## src/rtl/rx_sched_pkg.sv

```systemverilog
// rx_stream_sched shared types: FSM states, channel modes, sample geometry.
// Optional statistics counters are enabled with RX_SCHED_STATS_EN.
package rx_sched_pkg;

  typedef enum logic [1:0] {
    S_IDLE,
    S_CAPTURE,
    S_SEND
  } state_t;

  localparam logic [1:0] MODE_09   = 2'b00;
  localparam logic [1:0] MODE_24   = 2'b01;
  localparam logic [1:0] MODE_RR   = 2'b10;
  localparam logic [1:0] MODE_HALT = 2'b11;

  localparam int BYTES_PER_SAMPLE = 4;

  localparam logic CH_09 = 1'b0;
  localparam logic CH_24 = 1'b1;

endpackage

```

## src/rtl/rx_stream_sched_if.sv

```systemverilog
// FIFO read ports and SMI byte path of rx_stream_sched.
// RX_SCHED_STATS_EN adds the statistics counter outputs.
interface rx_stream_sched_if;

  logic        o_fifo_09_pull;
  logic [31:0] i_fifo_09_data;
  logic        i_fifo_09_empty;
  logic        o_fifo_24_pull;
  logic [31:0] i_fifo_24_data;
  logic        i_fifo_24_empty;
  logic        i_byte_req;
  logic [7:0]  o_byte;
  logic        o_byte_valid;
  logic        o_chan_tag;
  logic        o_underrun;
`ifdef RX_SCHED_STATS_EN
  logic [15:0] o_underrun_count;
  logic [15:0] o_sample_count;

  modport master (
    output o_fifo_09_pull, o_fifo_24_pull,
    input  i_fifo_09_data, i_fifo_09_empty,
    input  i_fifo_24_data, i_fifo_24_empty,
    input  i_byte_req,
    output o_byte, o_byte_valid, o_chan_tag, o_underrun,
    output o_underrun_count, o_sample_count
  );

  modport slave (
    input  o_fifo_09_pull, o_fifo_24_pull,
    output i_fifo_09_data, i_fifo_09_empty,
    output i_fifo_24_data, i_fifo_24_empty,
    output i_byte_req,
    input  o_byte, o_byte_valid, o_chan_tag, o_underrun,
    input  o_underrun_count, o_sample_count
  );
`else
  modport master (
    output o_fifo_09_pull, o_fifo_24_pull,
    input  i_fifo_09_data, i_fifo_09_empty,
    input  i_fifo_24_data, i_fifo_24_empty,
    input  i_byte_req,
    output o_byte, o_byte_valid, o_chan_tag, o_underrun
  );

  modport slave (
    input  o_fifo_09_pull, o_fifo_24_pull,
    output i_fifo_09_data, i_fifo_09_empty,
    output i_fifo_24_data, i_fifo_24_empty,
    output i_byte_req,
    input  o_byte, o_byte_valid, o_chan_tag, o_underrun
  );
`endif

endinterface

```

## src/rtl/rx_sched_serializer.sv

```systemverilog
// Holds one captured sample and hands it out MSB-first, one byte per request.
// Also flags requests that arrive while no byte is on offer.
module rx_sched_serializer
  import rx_sched_pkg::*;
(
  input  logic        clk,
  input  logic        rst,
  input  logic        load,
  input  logic [31:0] data,
  input  logic        tag,
  input  logic        req,
  output logic [7:0]  dout,
  output logic        valid,
  output logic        chan_tag,
  output logic        underrun,
  output logic        last
);

  logic [31:0] sreg;
  logic [1:0]  idx;

  assign dout = sreg[31:24];
  assign last = valid & req
              & (idx == 2'(BYTES_PER_SAMPLE - 1));

  always_ff @(posedge clk) begin
    if (rst) begin
      sreg     <= '0;
      idx      <= '0;
      valid    <= 1'b0;
      chan_tag <= 1'b0;
      underrun <= 1'b0;
    end else begin
      underrun <= req & ~valid;
      if (load) begin
        sreg     <= data;
        idx      <= '0;
        valid    <= 1'b1;
        chan_tag <= tag;
      end else if (valid & req) begin
        sreg <= {sreg[23:0], 8'h00};
        idx  <= idx + 2'd1;
        if (last) valid <= 1'b0;
      end
    end
  end

endmodule

```

## src/rtl/rx_stream_sched.sv

```systemverilog
// Drains the 0.9/2.4 GHz RX sample FIFOs into the SMI byte path.
// Define RX_SCHED_STATS_EN for underrun and sample counters.
module rx_stream_sched
  import rx_sched_pkg::*;
#(
  parameter int BURST_LEN = 1
) (
  input  logic       i_sys_clk,
  input  logic       i_reset,
  input  logic [1:0] i_mode,
  rx_stream_sched_if.master bus
);

  state_t      state, state_n;
  logic        pref, sel;
  logic [7:0]  burst;
  logic        pick, pick_ok, pull;
  logic        load, last, underrun;
  logic        e09, e24;
  logic [31:0] cap_data;

  assign e09 = bus.i_fifo_09_empty;
  assign e24 = bus.i_fifo_24_empty;

  // Round robin falls back to the other channel rather than stalling.
  always_comb begin
    pick    = CH_09;
    pick_ok = 1'b0;
    unique case (1'b1)
      (i_mode == MODE_09): begin
        pick    = CH_09;
        pick_ok = ~e09;
      end
      (i_mode == MODE_24): begin
        pick    = CH_24;
        pick_ok = ~e24;
      end
      (i_mode == MODE_RR): begin
        if (pref == CH_09 ? ~e09 : ~e24) begin
          pick    = pref;
          pick_ok = 1'b1;
        end else if (pref == CH_09 ? ~e24 : ~e09) begin
          pick    = ~pref;
          pick_ok = 1'b1;
        end
      end
      default: ;
    endcase
  end

  assign pull = (state == S_IDLE) & pick_ok & ~i_reset;

  assign bus.o_fifo_09_pull = pull & (pick == CH_09);
  assign bus.o_fifo_24_pull = pull & (pick == CH_24);

  always_comb begin
    state_n = state;
    load    = 1'b0;
    unique case (state)
      S_IDLE:    if (pull) state_n = S_CAPTURE;
      S_CAPTURE: begin
        load    = 1'b1;
        state_n = S_SEND;
      end
      S_SEND:    if (last) state_n = S_IDLE;
      default:   state_n = S_IDLE;
    endcase
  end

  always_ff @(posedge i_sys_clk) begin
    if (i_reset) begin
      state <= S_IDLE;
      sel   <= CH_09;
      pref  <= CH_09;
      burst <= '0;
    end else begin
      state <= state_n;
      if (pull) begin
        sel <= pick;
        if (i_mode == MODE_RR) begin
          if (pick != pref || burst == 8'(BURST_LEN - 1)) begin
            pref  <= ~pref;
            burst <= '0;
          end else begin
            burst <= burst + 8'd1;
          end
        end
      end
    end
  end

  assign cap_data = (sel == CH_24) ? bus.i_fifo_24_data
                                   : bus.i_fifo_09_data;

  rx_sched_serializer u_ser (
    .clk      (i_sys_clk),
    .rst      (i_reset),
    .load     (load),
    .data     (cap_data),
    .tag      (sel),
    .req      (bus.i_byte_req),
    .dout     (bus.o_byte),
    .valid    (bus.o_byte_valid),
    .chan_tag (bus.o_chan_tag),
    .underrun (underrun),
    .last     (last)
  );

  assign bus.o_underrun = underrun;

`ifdef RX_SCHED_STATS_EN
  logic [15:0] urun_cnt, samp_cnt;

  always_ff @(posedge i_sys_clk) begin
    if (i_reset) begin
      urun_cnt <= '0;
      samp_cnt <= '0;
    end else begin
      if (underrun && urun_cnt != 16'hFFFF)
        urun_cnt <= urun_cnt + 16'd1;
      if (load)
        samp_cnt <= samp_cnt + 16'd1;
    end
  end

  assign bus.o_underrun_count = urun_cnt;
  assign bus.o_sample_count   = samp_cnt;
`endif

endmodule
```

## src/flat_wrapper.sv

```systemverilog
// flat-port wrapper written by rule: the top's interface ports become plain ports
module rx_stream_sched_flat import rx_sched_pkg::*;
#(
  parameter int BURST_LEN = 1
)
  (i_sys_clk, i_reset, i_mode, bus_o_fifo_09_pull, bus_o_fifo_24_pull, bus_i_fifo_09_data, bus_i_fifo_09_empty, bus_i_fifo_24_data, bus_i_fifo_24_empty, bus_i_byte_req, bus_o_byte, bus_o_byte_valid, bus_o_chan_tag, bus_o_underrun);
  rx_stream_sched_if bus_i ();
  input  logic i_sys_clk;
  input  logic i_reset;
  input  logic [1:0] i_mode;
  output wire logic [$bits(bus_i.o_fifo_09_pull)-1:0] bus_o_fifo_09_pull;
  output wire logic [$bits(bus_i.o_fifo_24_pull)-1:0] bus_o_fifo_24_pull;
  input wire logic [$bits(bus_i.i_fifo_09_data)-1:0] bus_i_fifo_09_data;
  input wire logic [$bits(bus_i.i_fifo_09_empty)-1:0] bus_i_fifo_09_empty;
  input wire logic [$bits(bus_i.i_fifo_24_data)-1:0] bus_i_fifo_24_data;
  input wire logic [$bits(bus_i.i_fifo_24_empty)-1:0] bus_i_fifo_24_empty;
  input wire logic [$bits(bus_i.i_byte_req)-1:0] bus_i_byte_req;
  output wire logic [$bits(bus_i.o_byte)-1:0] bus_o_byte;
  output wire logic [$bits(bus_i.o_byte_valid)-1:0] bus_o_byte_valid;
  output wire logic [$bits(bus_i.o_chan_tag)-1:0] bus_o_chan_tag;
  output wire logic [$bits(bus_i.o_underrun)-1:0] bus_o_underrun;
  assign bus_o_fifo_09_pull = bus_i.o_fifo_09_pull;
  assign bus_o_fifo_24_pull = bus_i.o_fifo_24_pull;
  assign bus_i.i_fifo_09_data = bus_i_fifo_09_data;
  assign bus_i.i_fifo_09_empty = bus_i_fifo_09_empty;
  assign bus_i.i_fifo_24_data = bus_i_fifo_24_data;
  assign bus_i.i_fifo_24_empty = bus_i_fifo_24_empty;
  assign bus_i.i_byte_req = bus_i_byte_req;
  assign bus_o_byte = bus_i.o_byte;
  assign bus_o_byte_valid = bus_i.o_byte_valid;
  assign bus_o_chan_tag = bus_i.o_chan_tag;
  assign bus_o_underrun = bus_i.o_underrun;
  rx_stream_sched #(.BURST_LEN(BURST_LEN)) u_core (.i_sys_clk(i_sys_clk), .i_reset(i_reset), .i_mode(i_mode), .bus(bus_i));
endmodule
```

## config.mk

```make
export PLATFORM = sky130hd
export DESIGN_NAME = rx_stream_sched_flat
export DESIGN_NICKNAME = d
export VERILOG_FILES = /design/src/rtl/rx_sched_pkg.sv /design/src/rtl/rx_stream_sched_if.sv /design/src/rtl/rx_sched_serializer.sv /design/src/rtl/rx_stream_sched.sv /design/src/flat_wrapper.sv
export SDC_FILE = /design/constraint.sdc
export NUM_CORES = 1
export LEC_CHECK = 0
export BUFFER_PORTS_ARGS = -buffer_cell sky130_fd_sc_hd__buf_2
export CORE_MARGIN = 4
export CORE_UTILIZATION = 46
export CTS_BUF_LIST = sky130_fd_sc_hd__clkbuf_8 sky130_fd_sc_hd__clkbuf_16
export CTS_CLUSTER_SIZE = 16
export DETAILED_ROUTE_END_ITERATION = 16
export HOLD_SLACK_MARGIN = 0.03
export PLACE_DENSITY = 0.76
export SLEW_MARGIN = 5
export SYNTH_ARGS = -nofsm -noshare
export SYNTH_HDL_FRONTEND = slang
export SYNTH_SLANG_ARGS = --single-unit
```

## constraint.sdc

```tcl
create_clock -name i_sys_clk -period 1.7 [get_ports i_sys_clk]
set_input_delay 0.085 -clock i_sys_clk [delete_from_list [all_inputs] [get_ports i_sys_clk]]
set_output_delay 0.085 -clock i_sys_clk [all_outputs]
set_load 0.01 [all_outputs]
```

-- Word-level counts from Yosys, hierarchy flattened
Index checks and enable logic that the tools add are counted.
- add/subtract/negate cells: 2
- $mul: 0
- divide/modulo/power cells: 0
- magnitude comparators: 0
- equality and inequality tests: 8
- shift-type cells: 0
- mux-type cells: 19
- bitwise logic cells: 13
- reduce and logical (&&, ||, !) cells: 11
- operators by type and width (operator ; number):
    $mux 32 ; 3
    $mux 1 ; 10
    $add 8x1->8 const B ; 1
    $logic_not 8->1 ; 1
    $mux 8 ; 1
    $and 1x1->1 ; 7
    $eq 2x2->1 const B ; 3
    $not 1->1 ; 6
    $pmux 2 s3 ; 1
    $reduce_and 2->1 ; 3
    $eq 2x1->1 const B ; 2
    $logic_not 2->1 ; 2
    $mux 2 ; 2
    $ne 2x1->1 const B ; 2
    $reduce_bool 2->1 ; 2
    $pmux 1 s3 ; 1
    $reduce_and 3->1 ; 1
    $add 2x1->2 const B ; 1
    $pmux 1 s2 ; 1
    $reduce_or 2->1 ; 1
    $logic_or 1x1->1 ; 1
    $ne 1x1->1 ; 1
- bits in registers: 49
- bits in latches: 0
- bits in writable memories: 0
- memory bits (read-only): 0
- bits of input ports: 71
- output and inout port bits: 13
- word-level logic and storage cells: 62
- memories: 0

-- Logic depth before layout (Yosys ltp)
Gate-level depths: netlist of run 1.
- depth after elaboration: 9
- mapped depth: 7
- gate-level depth less buffers: 7

-- Cells and area by module
A second synthesis of run 1 with hierarchy kept.
- cell total of the unflattened synthesis: 335
- area, all modules: 3133.0 um2
- modules (own cells, without submodules) (module ; instances ; cells each ; area an instance (um2) ; sequential area each (um2)):
    rx_sched_serializer ; 1 ; 199 ; 1963.1 ; 740.7
    rx_stream_sched ; 1 ; 136 ; 1169.9 ; 240.2

-- Worst setup path after synthesis of run 1
OpenSTA, ideal clock, no wires.
- path type: register to register
- from: register u_core.burst[0]
- to: register u_core.pref
- setup time: 0.070 ns
- arrival: 1.673 ns
- required time: 1.630 ns
- path slack: -0.043 ns
- cell stages (with the launch flop): 8
- path buffers: 0
- period minus slack after synthesis: 1.743 ns
- cell sequence: dfxtp_1 -> inv_1 -> ha_1 -> or4b_1 -> nor4_2 -> nor3_1 -> or3_1 -> a21oi_1
- longest elaborated chain between the ends: 3
- RTL lines (item ; line ; RTL):
    start: declaration ; rx_stream_sched.sv:16 ; logic [7:0] burst;
    start signal: assignment ; rx_stream_sched.sv:85 ; burst <= burst + 8'd1;
    $logic_not 8->1 ; rx_stream_sched.sv:81 ; if (pick != pref || burst == 8'(BURST_LEN - 1)) begin
    $logic_or 1x1->1 ; rx_stream_sched.sv:81 ;
    $reduce_and 3->1 (no line) ; - ;
    end signal: assignment ; rx_stream_sched.sv:82 ; pref <= ~pref;
    end: declaration ; rx_stream_sched.sv:15 ; logic pref, sel;
Every way passes these cells.
A chain may end at the register's enable or synchronous reset.

-- Final worst setup path of run 1
- from: register u_core.burst[0]
- to: register u_core.burst[3]
- longest elaborated chain between the ends: 3
- elaborated cells on any way between the ends: 4
- those cells by class: add/sub: 1; mux: 1; reduce/logical: 2
- RTL lines (item ; line):
    parallel branches: the longest is 2 deep, another holds $add 8x1->8 ; -
    $mux 8 * ; rx_stream_sched.sv:81
Mark *: on every way between the ends.

==> reports/results.env, run 1 <==
STATUS='finished, violations left'
VIOLATIONS='negative setup slack'
PLACEMENT.IO_BUFFERS=83
FINALSETUPTNS_PS=-585.7
DIE_H_UM=83.65
CP-ENDPOINT='u_core.burst[3]'
POST_SYNTH_NUM_CELL_TYPES=34
TIMING.FMAX_MHz=547.7
CTS.HTREE.LEVELS=2
HOLD-WORST-SLACK_PS=47.39
TIGHTEST_SLEW_PS=704.9
SLEW_HEADROOM=0.5279
PWR_DENSITY_CELL_nW_PER_UM2=755.4
CRITICAL_PATH.ENDPOINT_TYPE='flip-flop'
FINALWIRELENGTH_MM=6.351
MAXCAPVIOLCOUNT=0
INITIAL_CORE_UTIL=0.4752
LAYOUT-AREA-OVERHEAD-VS-SYNTH_PCT=26.43
TIMING.FINAL.WS_SETUP_PS=-125.9
POWER.COMBINATIONAL.FRACTION=0.160
REMAINING_DRC_ERRORS=0
CTS.SINKS=49
HOLD_PATH_CLASS='in2reg'
MOST-COMMON-LAYOUT-CELLS='83 x sky130_fd_sc_hd__buf_2, 48 x sky130_fd_sc_hd__a211oi_1, 45 x sky130_fd_sc_hd__dfxtp_1'
CTS-ROOT-TO-SINK-BUFFERS=2
YS_SEQ_ELEMENTS=49
CRITICAL_PATH_REQUIRED_PS=1880
TOTAL_LEAKAGE_POWER_nW=1.417
DETAILEDPLACEMENTHPWL_MM=4.557
FINAL_COMMON_CELL='sky130_fd_sc_hd__buf_2'
DRT_FIRST_ITER_VIOLATIONS=134
FP.COREAREA_UM2=5540
TIMING.CRITICAL_PATH.FROM_TYPE='flip-flop'
R2R_SETUP_SLACK_PS=-130
CTS_MADE_BUFFERS=5
GRT_FIRST_PASS_WIRELENGTH_MM=10.83
FINALWEIGHTEDCONGESTION=0.8411
STDCELL_AREA_UM2=3328
SETUP_VIOL_COUNT_FINAL=9
VIAS_PER_CELL=5.582
FINAL_HOLD_VIOL_COUNT=0
CLK_PIN_SLEW_PS=90
SYNTH-COMPOUND-AREA-SHARE=0.2115
ROWS=27
ROUTED-VIA-COUNT=2495
CPMAXSTAGEDELAYCELL='sky130_fd_sc_hd__or4b_4'
DETAIL_ROUTE_ANTENNA_NETS=0
CLOCKPOWERSHARE=0.343
SWITCHING_SHARE=0.2512
TOTALPOWERFINAL_mW=2.514
SYN_INST=300
NUMPLACEDINSTANCES=439
SYNTH_ADDER_AREA_SHARE=0.03327
AVGROUTEDWIREPERCELL_UM=14.21
CTS_SETUP_BUFFERS=0
YOSYS_MOST_USED_DFF='sky130_fd_sc_hd__dfxtp_1'
PLACE_WORST_SETUP_SLACK_PS=-354.1
R2R_END='u_core.burst[3]'
WORSTSETUPPATHDEPTH=7
SYNTH.CELL_AREA_UM2=2633
LAUNCHING_POINT_OF_THE_WORST_REG2REG_PATH='u_core.burst[0]'
RSZ_0062_RAISED_AFTER_GLOBAL_ROUTING='true'
FINAL_UTIL=0.6007
TIMING.CRITICAL_PATH.BUF_INV=1
FIRST_GLOBAL_VIAS=2429
CRITPATHMAXSTAGEDELAY_PS=460
SYNTH_ENABLE_FLOP_CELLS=0
PATH_DELAY_FAMILY='simple AND/OR/NAND/NOR gates'
P_INT_mW=1.883
SYNTH-SIMPLE-AREA-SHARE=0.1839
GRT_ANTENNA_BEFORE_REPAIR=0
ANTENNADIODECOUNT=0
FRACTION_OF_LAYOUT_CELLS_WITH_A_SIZE_SUFFIX_ABOVE_1=0.3413
WORST_SKEW_PS=8.745
DIE_BOUNDARY_WIDTH_UM=83.65
FIRSTDRTPASSITERS=4
POWER.SHARE.SEQUENTIAL=0.497
LAUNCHING_INSTANCE_OR_PORT_OF_THE_CRITICAL_PATH='u_core.burst[0]'
GRT.TOTAL_USAGE=0.1814
P_SW_uW=631.7
SYNTHESIS.YOSYS.WARNINGS=0
SEQ_AREA_FRAC_SYNTH=0.3726
DESIGN.FINAL.NETS=452
FIN_CELLS=447
XOR_AND_XNOR_FRACTION_OF_THE_MAPPED_NETLIST_AREA=0.003327
WORST-ENDPOINT-ARRIVAL_PS=2000
PORTION_OF_NETLIST_AREA_OCCUPIED_BY_MUX_CELLS=0.1255
TIMING.FINAL.CRIT_PERIOD_PS=1826
POSTCTSHOLDBUFS=0
SYNTH_TOP_FAMILY_BY_AREA='compound AO/OA/AOI/OAI gates'
POST_DP_CELL_AREA_UM2=3138
CRITPATHKIND='reg2reg'
VDD.IR_DROP.WORST_V=0.0004092
ROOT_BUFFER='sky130_fd_sc_hd__clkbuf_8'
TIMING.FINAL.CRIT_SHARE=1.074
CLOCK_INSERTION_DELAY_AT_THE_LATER_PIN_OF_THE_SKEW_REPORT_PS=300
GLOBALROUTE.TOTALOVERFLOW=0
SYNTH_ASYNC_SR_FLOP_SHARE=0
WORSTPATHCELLLIST='inv_2 -> ha_4 -> or4b_4 -> nor4_4 -> nor4_2 -> a31oi_1 -> o31ai_2'
PATH_MAX_FANOUT=6
TRITONCTS='built'
GRT_START_MAX_NET_PINS=52
DESIGN.DIE.AREA_UM2=6997
POST_SYNTH.CELL_AREA_AVG_UM2=8.775
LOGIC_DEPTH_OF_THE_WORST_REGISTER_TO_REGISTER_PATH=7
PIN_COUNT=84
SYNTH.NET_COUNT=378
FINALMAXSLEWVIOLATIONS=0
what timing repair did:
action / 4_1_cts / 5_1_grt
gates cloned: 0 / 0
endpoints found under the setup margin: 9 / 10
pin swaps: 2 / 6
resized for setup: 13 / 8
worst reg2reg max path, stage by stage (launching register included):
cell	delay, ps
sky130_fd_sc_hd__dfxtp_2	330
sky130_fd_sc_hd__inv_2	60
sky130_fd_sc_hd__ha_4	110
sky130_fd_sc_hd__or4b_4	460
sky130_fd_sc_hd__nor4_4	210
sky130_fd_sc_hd__nor4_2	150
sky130_fd_sc_hd__a31oi_1	270
sky130_fd_sc_hd__o31ai_2	110
Yosys cell counts (all sizes together), types with 5 or more instances:
master,instances,area (µm²)
a211oi,48,360.4
a21oi,16,80.08
a31oi,5,31.28
and3,25,156.4
buf,12,78.82
clkbuf,20,75.07
dfxtp,49,980.9
ha,7,87.58
inv,8,30.03
mux2i,33,330.3
nand2,10,37.54
nand2b,5,31.28
nand3,5,25.02
nor2,21,78.83
o21ai,5,25.02
worst min-delay path by stage:
stage               depth (start not counted)         endpoint           startpoint  slack [ps]
floorplan                                   3  u_core.state[0]  bus_i_fifo_24_empty         320
global placement                            2       u_core.sel              i_reset         350
detailed placement                          2       u_core.sel              i_reset         340
CTS                                         2       u_core.sel              i_reset          30
global route                                2      u_core.pref              i_reset          50
finish                                      2       u_core.sel              i_reset          50
area by class of cell:
| class | count | area, µm² |
|---|---|---|
| sequential | 49 | 985.9 |
| fill | 509 | 2212 |
| tap | 72 | 90.09 |
| clock inverter | 2 | 37.54 |
| clock buffer | 6 | 82.58 |
| timing repair buffer | 99 | 564.3 |
| inverter | 8 | 30.03 |
| multi-input combinational | 211 | 1538 |
cells by family (layout without fill, tap and decap cells):
family | count (synthesis) | in the layout
adders and majority gates | 7 | 7
and+or+nand+nor | 88 | 88
muxes | 33 | 33
xor gates and xnor gates | 1 | 1
buffers and inverters | 40 | 115
AOI/OAI and AO/OA | 82 | 82
DFF | 49 | 49
state kept, by name, indices dropped and copies added, names as in the netlist:
| signal | cells |
|---|---|
| u_core.u_ser.chan_tag | 1 |
| u_core.u_ser.sreg | 32 |
| u_core.sel | 1 |
| u_core.u_ser.idx | 2 |
| u_core.pref | 1 |
| u_core.u_ser.valid | 1 |
| u_core.state | 2 |
| u_core.burst | 8 |
| u_core.u_ser.underrun | 1 |
routing by layer:
metal | global-route usage | vias to the layer above | part of all wire
met4 | 0.05994 | 0 | 0.015
met3 | 0.04442 | 9 | 0.067
met2 | 0.2965 | 76 | 0.47
li1 | - | 1253 | -
met5 | 0 | - | 0
met1 | 0.2341 | 1157 | 0.44
power groups by stage:
stage / clock (mW) / sequential [mW] / combinational (mW)
4_1_cts: 0.882 / 1.25 / 0.404
3_5_place_dp: 0 / 1.27 / 0.400
5_1_grt: 0.929 / 1.26 / 0.453
2_1_floorplan: 0 / 1.26 / 0.259
3_3_place_gp: 0 / 1.27 / 0.391
6_report: 0.864 / 1.25 / 0.402
Power figures use the tool's default switching activity.
==> run 2: changes to the inputs <==
==> constraint.sdc (replaced) <==
create_clock -name i_sys_clk -period 1.59 [get_ports i_sys_clk]
set_input_delay 0.0795 -clock i_sys_clk [delete_from_list [all_inputs] [get_ports i_sys_clk]]
set_output_delay 0.0795 -clock i_sys_clk [all_outputs]
set_load 0.01 [all_outputs]
==> run 2 against run 1 <==
  * The run still ends with negative setup slack left
  * Clock skew shrank 0.95 ps
  * Sequential power up 7%
  * Combinational power is 14% higher
  * Global-route usage is 1.7 points higher
  * Final cell count rose by 2.7%
  * Die area unchanged
  * Hold slack gained 35 ps
  * Critical path depth is 1 higher
  * Wire length increased by 7.6%
  * Critical path type unchanged
  * Critical endpoint is now u_core.burst[6]
  * Largest cell class unchanged
  * Largest power group unchanged
==> reports/results.env, run 2 (same netlist as run 1, synthesis figures left out) <==
WORST_SKEW_PS=7.797  # was 8.745 ps
FIRST_GLOBAL_VIAS=2452  # was 2,429
CTS.HTREE.LEVELS=2  # unchanged
TOTALPOWERFINAL_mW=2.706  # was 2.514 mW
INITIAL_CORE_UTIL=0.4752  # unchanged
LAYOUT-AREA-OVERHEAD-VS-SYNTH_PCT=29.13  # was 26.43%
CTS.SINKS=49  # unchanged
HOLD_PATH_DEPTH=2  # unchanged
TIMING.CRITICAL_PATH.FROM_TYPE='flip-flop'  # unchanged
FINAL_COMMON_CELL='sky130_fd_sc_hd__buf_2'  # unchanged
POST_DP_CELL_AREA_UM2=3194  # was 3138 µm²
ROWS=27  # unchanged
ROOT_BUFFER='sky130_fd_sc_hd__clkbuf_8'  # unchanged
R2R_SETUP_SLACK_PS=-210  # was -130 ps
TIGHTEST_SLEW_PS=616.1  # was 704.9 ps
SLEW_HEADROOM=0.5892  # was 0.5279
CRITPATHMAXSTAGEDELAY_PS=460  # about the same
CLK_PIN_SLEW_PS=90  # about the same
FINAL_HOLD_VIOL_COUNT=0  # unchanged
FINALWEIGHTEDCONGESTION=0.8251  # was 0.8411
REG.LARGEST.LIST='u_core.u_ser.sreg: 32 flops, u_core.burst: 8 flops'  # unchanged
CTS-ROOT-TO-SINK-BUFFERS=2  # unchanged
TIMING.FINAL.WS_SETUP_PS=-205.7  # was -125.9 ps
FIRSTDRTPASSITERS=4  # unchanged
ANTENNADIODECOUNT=0  # unchanged
DIE_H_UM=83.65  # unchanged
FRACTION_OF_LAYOUT_CELLS_WITH_A_SIZE_SUFFIX_ABOVE_1=0.3514  # was 0.3413
REMAINING_DRC_ERRORS=0  # unchanged
TRITONCTS='built'  # unchanged
CRITICAL_PATH.ENDPOINT_TYPE='flip-flop'  # unchanged
WORSTPATHCELLLIST='inv_2 -> ha_4 -> or4b_4 -> nor4_4 -> buf_4 -> nor4_4 -> a31oi_1 -> o31ai_1'  # was inv_2 -> ha_4 -> or4b_4 -> nor4_4 -> nor4_2 -> a31oi_1 -> o31ai_2
PWR_DENSITY_CELL_nW_PER_UM2=795.9  # was 755.4 nW/µm²
DESIGN.DIE.AREA_UM2=6997  # unchanged
CRIT_PATH_TOP_CELL_BY_COUNT='sky130_fd_sc_hd__nor4_4'
FINALWIRELENGTH_MM=6.832  # was 6.351 mm
RSZ_0062_RAISED_AFTER_GLOBAL_ROUTING='true'  # unchanged
MOST-COMMON-LAYOUT-CELLS='83 x sky130_fd_sc_hd__buf_2, 48 x sky130_fd_sc_hd__a211oi_1, 45 x sky130_fd_sc_hd__dfxtp_1'  # unchanged
PLACEMENT.IO_BUFFERS=83  # unchanged
TOTAL_LEAKAGE_POWER_nW=1.476  # was 1.417 nW
VIOLATIONS='negative setup slack'  # unchanged
SETUP_VIOL_COUNT_FINAL=9  # unchanged
TOP_REG_BY_FLOPS='u_core.u_ser.sreg'  # unchanged
GRT_FIRST_PASS_WIRELENGTH_MM=11.56  # was 10.83 mm
GLOBALROUTE.TOTALOVERFLOW=0  # unchanged
CRITPATHKIND='reg2reg'  # unchanged
LOGIC_DEPTH_OF_THE_WORST_REGISTER_TO_REGISTER_PATH=8  # was 7
CPMAXSTAGEDELAYCELL='sky130_fd_sc_hd__or4b_4'  # unchanged
DRT_FIRST_ITER_VIOLATIONS=154  # was 134
CLOCK_INSERTION_DELAY_AT_THE_LATER_PIN_OF_THE_SKEW_REPORT_PS=300  # about the same
FP.COREAREA_UM2=5540  # unchanged
GRT_ANTENNA_BEFORE_REPAIR=0  # unchanged
HOLD_PATH_CLASS='in2reg'  # unchanged
GRT.TOTAL_USAGE=0.1979  # was 0.1814
TIMING.FMAX_MHz=556.9  # was 547.7 MHz
TIMING.FINAL.CRIT_PERIOD_PS=1796  # was 1826 ps
PIN_COUNT=84  # unchanged
DETAIL_ROUTE_ANTENNA_NETS=0  # unchanged
POSTCTSHOLDBUFS=0  # unchanged
WORST-ENDPOINT-ARRIVAL_PS=1980  # was 2000 ps
PATH_MAX_FANOUT=6  # unchanged
DIE_BOUNDARY_WIDTH_UM=83.65  # unchanged
CTS_MADE_BUFFERS=5  # unchanged
MAXCAPVIOLCOUNT=0  # unchanged
FINAL_UTIL=0.6136  # was 0.6007
GRT_START_MAX_NET_PINS=29  # was 52
STDCELL_AREA_UM2=3400  # was 3328 µm²
TIMING.FINAL.CRIT_SHARE=1.129  # was 1.074
CRITICAL_PATH_REQUIRED_PS=1780  # was 1880 ps
VIAS_PER_CELL=5.573  # was 5.582
FINALMAXSLEWVIOLATIONS=0  # unchanged
STATUS='finished, violations left'  # unchanged
DETAILEDPLACEMENTHPWL_MM=4.998  # was 4.557 mm
FLIP_FLOP_COUNT_OF_THE_LARGEST_REGISTER_AFTER_LAYOUT=32  # unchanged
ROUTED-VIA-COUNT=2558  # was 2,495
AVGROUTEDWIREPERCELL_UM=14.88  # was 14.21 µm
DESIGN.FINAL.NETS=464  # was 452
VDD.IR_DROP.WORST_V=0.0004114  # was 0.0004092 V
-- run 2: worst paths after layout --
kind                           end                  start
min                     u_core.sel                i_reset
min reg2reg  u_core.u_ser.chan_tag  u_core.u_ser.chan_tag
max reg2reg        u_core.burst[6]        u_core.burst[0]
max                u_core.burst[6]        u_core.burst[0]
-- run 2: worst max-delay path: cells and delay by family (launching register included) --
family,cells,cell delay (ps)
AND/OR/NAND/NOR,3,710
flip-flops,1,330
AO/OA/AOI/OAI,2,290
buffers and inverters,2,240
adder cells (fa/ha/maj),1,110
-- run 2: routing by layer --
layer  GRT usage  up-vias  share of wire
li1            -     1270              -
met1      0.2498     1205           0.41
met2      0.3369       72           0.51
met3     0.04344       11          0.060
met4     0.05848        0          0.016
met5           0        -              0
-- run 2: cell type report --
cell class	instances	area [µm²]
clock inverter	2	33.78
timing repair buffer	111	638.1
clock buffer	6	82.58
multi-input combinational	211	1539
sequential	49	985.9
fill	484	2141
tap	72	90.09
inverter	8	30.03
-- run 2: where the power goes --
part / internal [mW] / switching, mW / leakage (nW) / total, mW
Combinational: 0.223 / 0.237 / 1.01 / 0.460
Clock: 0.507 / 0.401 / 0.0626 / 0.907
Sequential: 1.29 / 0.0432 / 0.401 / 1.34
Total: 2.02 / 0.681 / 1.48 / 2.71
-- run 2: timing repair --
action                                 4_1_cts  5_1_grt
setup buffers                                1        2
endpoints found under the hold margin        0        0
gates resized for setup                     11        4
pin swaps                                    5        7
gates cloned                                 0        0
setup endpoints to repair                   11       11
-- run 2: metrics by stage --
stage | TNS [ps] | instances | hold WS (ps) | setup WS (ps)
after floorplan | -687.5 | 300 | 314.9 | -146.2
after global placement | -1985 | 448 | 341.1 | -297.2
after detailed placement | -2679 | 448 | 348.1 | -394.5
after CTS | -1321 | 457 | 73.49 | -213.9
after global routing | -2213 | 459 | 76.47 | -327.5
final | -1251 | 459 | 81.95 | -205.7
